--- config.mk ---
export PLATFORM = sky130hd
export DESIGN_NAME = hex_display_scanner
export DESIGN_NICKNAME = d
export VERILOG_FILES = /design/src/rtl/hex_display_scanner.sv
export SDC_FILE = /design/constraint.sdc
export NUM_CORES = 1
export LEC_CHECK = 0
export ABC_AREA = 1
export CAP_MARGIN = 20
export CELL_PAD_IN_SITES_DETAIL_PLACEMENT = 1
export CELL_PAD_IN_SITES_GLOBAL_PLACEMENT = 2
export CORE_UTILIZATION = 35
export CTS_CLUSTER_SIZE = 28
export DETAILED_ROUTE_END_ITERATION = 12
export DONT_BUFFER_PORTS = 1
export PLACE_DENSITY = 0.83
export SLEW_MARGIN = 20
export SYNTH_ARGS = -nofsm -noshare
export SYNTH_HDL_FRONTEND = slang
export SYNTH_SLANG_ARGS = --single-unit
export TNS_END_PERCENT = 100
--- constraint.sdc ---
create_clock -name i_clk -period 2.3 [get_ports i_clk]
set_input_delay 0.46 -clock i_clk [delete_from_list [all_inputs] [get_ports i_clk]]
set_output_delay 0.46 -clock i_clk [all_outputs]
set_load 0.05 [all_outputs]
--- src/rtl/hex_display_scanner.sv ---
// Four-digit common-anode seven-segment scanner. The shown 16-bit half is snapshotted once per
// frame so a digit sequence never mixes two values; optional leading-zero blanking.
module hex_display_scanner #(
  parameter int unsigned REFRESH_DIV = 100_000
) (
  input  logic        i_clk,
  input  logic        i_reset,
  input  logic [31:0] i_value,
  input  logic        i_lower_bytes,
  input  logic        i_blank_lz,
  output logic [6:0]  o_seg,
  output logic [3:0]  o_an
);

  localparam int unsigned CNT_W = (REFRESH_DIV > 2) ? $clog2(REFRESH_DIV) : 1;
  localparam logic [CNT_W-1:0] CNT_LAST = CNT_W'(REFRESH_DIV - 1);
  localparam logic [6:0] SEG_OFF = 7'b1111111;

  logic [CNT_W-1:0] r_cnt;
  logic [1:0]       r_idx;
  logic [31:0]      r_snap_val;
  logic             r_snap_lo;
  logic             r_load_pending;
  logic [6:0]       r_seg;
  logic [3:0]       r_an;

  logic             w_wrap;
  logic             w_load;
  logic [15:0]      w_half;
  logic [3:0]       w_nib;
  logic             w_blank;
  logic [6:0]       w_dec;

  assign w_wrap = (r_cnt == CNT_LAST);
  assign w_load = r_load_pending || (w_wrap && (r_idx == 2'd3));
  assign w_half = r_snap_lo ? r_snap_val[15:0] : r_snap_val[31:16];
  assign w_nib  = w_half[{r_idx, 2'b00} +: 4];

  // A digit is blank only if it and every more-significant digit are zero; digit 0 always shows.
  always_comb begin
    w_blank = 1'b0;
    unique case (r_idx)
      2'd0: w_blank = 1'b0;
      2'd1: w_blank = i_blank_lz && (w_half[15:4] == 12'h000);
      2'd2: w_blank = i_blank_lz && (w_half[15:8] == 8'h00);
      2'd3: w_blank = i_blank_lz && (w_half[15:12] == 4'h0);
      default: w_blank = 1'b0;
    endcase
  end

  // seg[6:0] = gfedcba, active low
  always_comb begin
    w_dec = SEG_OFF;
    unique case (w_nib)
      4'h0: w_dec = 7'b1000000;
      4'h1: w_dec = 7'b1111001;
      4'h2: w_dec = 7'b0100100;
      4'h3: w_dec = 7'b0110000;
      4'h4: w_dec = 7'b0011001;
      4'h5: w_dec = 7'b0010010;
      4'h6: w_dec = 7'b0000010;
      4'h7: w_dec = 7'b1111000;
      4'h8: w_dec = 7'b0000000;
      4'h9: w_dec = 7'b0010000;
      4'hA: w_dec = 7'b0001000;
      4'hB: w_dec = 7'b0000011;
      4'hC: w_dec = 7'b1000110;
      4'hD: w_dec = 7'b0100001;
      4'hE: w_dec = 7'b0000110;
      4'hF: w_dec = 7'b0001110;
      default: w_dec = SEG_OFF;
    endcase
  end

  always_ff @(posedge i_clk) begin
    if (i_reset) begin
      r_cnt          <= '0;
      r_idx          <= 2'd0;
      r_snap_val     <= 32'h0;
      r_snap_lo      <= 1'b1;
      r_load_pending <= 1'b1;
      r_an           <= 4'b1111;
      r_seg          <= SEG_OFF;
    end else begin
      if (w_wrap) begin
        r_cnt <= '0;
        r_idx <= r_idx + 2'd1;
      end else begin
        r_cnt <= r_cnt + 1'b1;
      end
      if (w_load) begin
        r_snap_val <= i_value;
        r_snap_lo  <= i_lower_bytes;
      end
      r_load_pending <= 1'b0;
      r_an           <= ~(4'b0001 << r_idx);
      r_seg          <= w_blank ? SEG_OFF : w_dec;
    end
  end

  assign o_seg = r_seg;
  assign o_an  = r_an;

endmodule

==> run metrics <==
Max Clock Skew=0.0127 ns; number of buffer cells added on primary ports=0; Synth area leaders=sky130_fd_sc_hd__dfxtp_1 37%, sky130_fd_sc_hd__nand2_1 17%, sky130_fd_sc_hd__nor2_1 7.0%; Iteration-0 DRC Markers=115; Post-synth top flop=sky130_fd_sc_hd__dfxtp_1; pin count of the biggest net entering global routing=67; main combinational cell family by area after synthesis=simple AND/OR/NAND/NOR gates; die area=0.0102 mm²; Final Hold Violating Endpoints=0; Distinct cells, synth=29; remaining number of nets flagged by the antenna check after routing=0; number of buffers added to fix hold violations after cts=0; Synth Area in Simple Gates=0.398; most frequent cell after synthesis=sky130_fd_sc_hd__nand2_1; Via-to-Cell Ratio=4.81; adder and majority gate portion of the synthesized area=0.0400; max-cap violation count=0; later-pin clock latency in the skew report=0.34 ns; core box area=0.00937 mm²; CTS Root Cell=sky130_fd_sc_hd__clkbuf_8; switching portion of total power=0.289; vias after detailed routing=3,060; total DRC errors in the routed layout=0; TritonCTS sink count=64; cell depth of the worst flop-to-flop path=12; Yosys reg bits=64; total iterations of the first detailed-routing run=4; Comb power frac=0.126; slack of the critical path=0.293 ns; result of the run=complete, no violations; number of nets at the end of the flow=550; HPWL after detailed placement=6340 µm; startpoint of the most critical setup path=r_snap_lo; Die H=101 µm; power density cells=678 mW/mm²; Boundary Pins=47; cell area after technology mapping=0.00344 mm²; VDD IR max=0.229 mV; XOR/XNOR share of the synthesized area=0.0204; share of synthesized flip-flops with an asynchronous set or reset=0; fraction of final layout cells with drive strength greater than 1=0.0868; final setup vio count=0; portion of netlist area occupied by mux cells=0; Reg-to-Reg Start=r_snap_lo; Int Power=0.00179 W; share of the synthesized area in compound gates (AO/OA/AOI/OAI)=0.0735; kind of capture point of the worst setup path=flip-flop; die outline width=101 µm; routability congestion estimate=0.794; clock slew at the register clock pins of the worst setup and hold paths=0.08 ns; Synth Area per Inst=6.73 µm²; average wire per standard cell=13.9 µm; antenna diode count=0; Area growth, synth to finish=7.79%; Synth top cells by count=157 x sky130_fd_sc_hd__nand2_1, 64 x sky130_fd_sc_hd__dfxtp_1, 64 x sky130_fd_sc_hd__nor2_1; Critical path destination=o_seg[3]; Worst-Margin Slew=0.692 ns; total gr overflow=0; via count of the first global-routing pass=3,134; initial cell density of the core=0.367; TritonCTS clock tree=yes; GRT Overall Usage=0.193; EDFF count, synth=0; critical path startpoint category=flip-flop; num rows=35; top-area cell type share of the netlist area=0.373; nets in the synthesized netlist=558; TritonCTS Buffers=9; antenna violations before repair=0; reported net switching power=0.000726 W; final cycle utilization of the critical path=0.873; sequential area share after synthesis=0.373; r2r endpoint=o_seg[3]; CTS H-tree depth=3; leakage=1.72 nW; share of power burned in registers=0.499; Max FO, Critical Path=12; final count of pins violating max slew=0; clock network power share=0.375; dpl ws=0.304 ns; setup total negative slack=0 ns; number of cells upsized or downsized after cts=0; CTS Buffer Depth=2; unrepaired setup endpoints after global routing=no; data required time of the worst path=2.53 ns; WP data arrival=2.23 ns; area leader, netlist=sky130_fd_sc_hd__dfxtp_1; normalized max-slew margin=0.539; post-route minimum period=2.01 ns; global-route wire length before repair=15,300 µm; DRT Wirelength=8820 µm; class of the tightest hold or removal check=in -> reg; Power Total=0.00251 W; Peak Freq=498 MHz; Post-CTS Setup Inserts=0; register-to-register setup slack=0.29 ns; gate count of the mapped netlist=511; synth warn=0; type of the setup path with the least slack=reg -> reg
## logic make-up (layout without fill, tap and decap cells)
group / count (synthesis) / in the layout
adder cells (fa/ha/maj): 11 / 11
flip-flops: 64 / 64
buffers and inverters: 73 / 69
AO/OA/AOI/OAI: 49 / 49
XOR/XNOR: 8 / 8
AND/OR/NAND/NOR: 306 / 306
## layer usage
metal / track usage / vias to the layer above / wire (µm)
met5: 0 / - / 0
met4: 0.0435 / 0 / 68
met3: 0.0458 / 6 / 279
met2: 0.319 / 36 / 4070
met1: 0.255 / 1428 / 4410
li1: - / 1590 / -
## through the flow
step / hold WS (ns) / area (µm²) / cells / util
after global routing: 0.112 / 3700 / 636 / 0.395
after CTS: 0.124 / 3700 / 636 / 0.395
after global placement: 0.433 / 3510 / 621 / 0.375
after detailed placement: 0.447 / 3510 / 621 / 0.375
final: 0.139 / 3700 / 636 / 0.395
after floorplan: 0.418 / 3440 / 511 / -
## layout by cell type, fill, tap and decap left out, drive strengths merged
cell type / instances
ha: 11
or2: 2
xnor2: 1
nand4: 3
nor3b: 1
nor2: 69
a31oi: 1
nand2: 158
dfxtp: 64
a21oi: 39
clkinvlp: 1
xor2: 7
nand3b: 19
nand3: 51
o21ai: 8
clkinv: 2
buf: 7
a211oi: 1
nor3: 3
inv: 46
clkbuf: 13
## worst min-delay path by stage
stage	from	end	slack, ns	cells after the start
floorplan	r_cnt[0]	r_cnt[0]	0.42	1
global placement	r_cnt[0]	r_cnt[0]	0.43	1
CTS	i_reset	r_load_pending	0.12	0
finish	i_reset	r_load_pending	0.14	0
detailed placement	r_cnt[0]	r_cnt[0]	0.45	1
global route	i_reset	r_load_pending	0.11	0
## state kept, by name (all words and copies together), names as in the netlist
register / count
r_snap_val: 32
o_an: 4
o_seg: 7
r_cnt: 17
r_snap_lo: 1
r_idx: 2
r_load_pending: 1
## area by class of cell
cell class,instances,area [µm²]
clock inverters,2,12.5
multi-input cells,374,1830
flip-flops and latches,64,1280
inverters,47,176
repair buffers,7,65.1
well taps,129,161
fillers,1246,5670
clock buffers,13,179
## critical path, cell delays in order (launching register included)
cell,delay [ns]
sky130_fd_sc_hd__dfxtp_1,0.54
sky130_fd_sc_hd__buf_4,0.25
sky130_fd_sc_hd__nand2_1,0.08
sky130_fd_sc_hd__nand2_1,0.10
sky130_fd_sc_hd__nand2_1,0.07
sky130_fd_sc_hd__nand3_1,0.08
sky130_fd_sc_hd__nand2_1,0.15
sky130_fd_sc_hd__ha_1,0.33
sky130_fd_sc_hd__nand2_1,0.08
sky130_fd_sc_hd__nand3_1,0.08
sky130_fd_sc_hd__nand2_1,0.06
sky130_fd_sc_hd__inv_1,0.05
sky130_fd_sc_hd__nand2_1,0.04
## power groups by stage
stage               Clock, W  Sequential [W]  Combinational [W]
floorplan                  0         0.00127           0.000250
detailed placement         0         0.00128           0.000318
CTS                 0.000971         0.00125           0.000321
finish              0.000941         0.00125           0.000317
global route         0.00103         0.00126           0.000371
global placement           0         0.00128           0.000310
(Power assumes the default switching activity.)
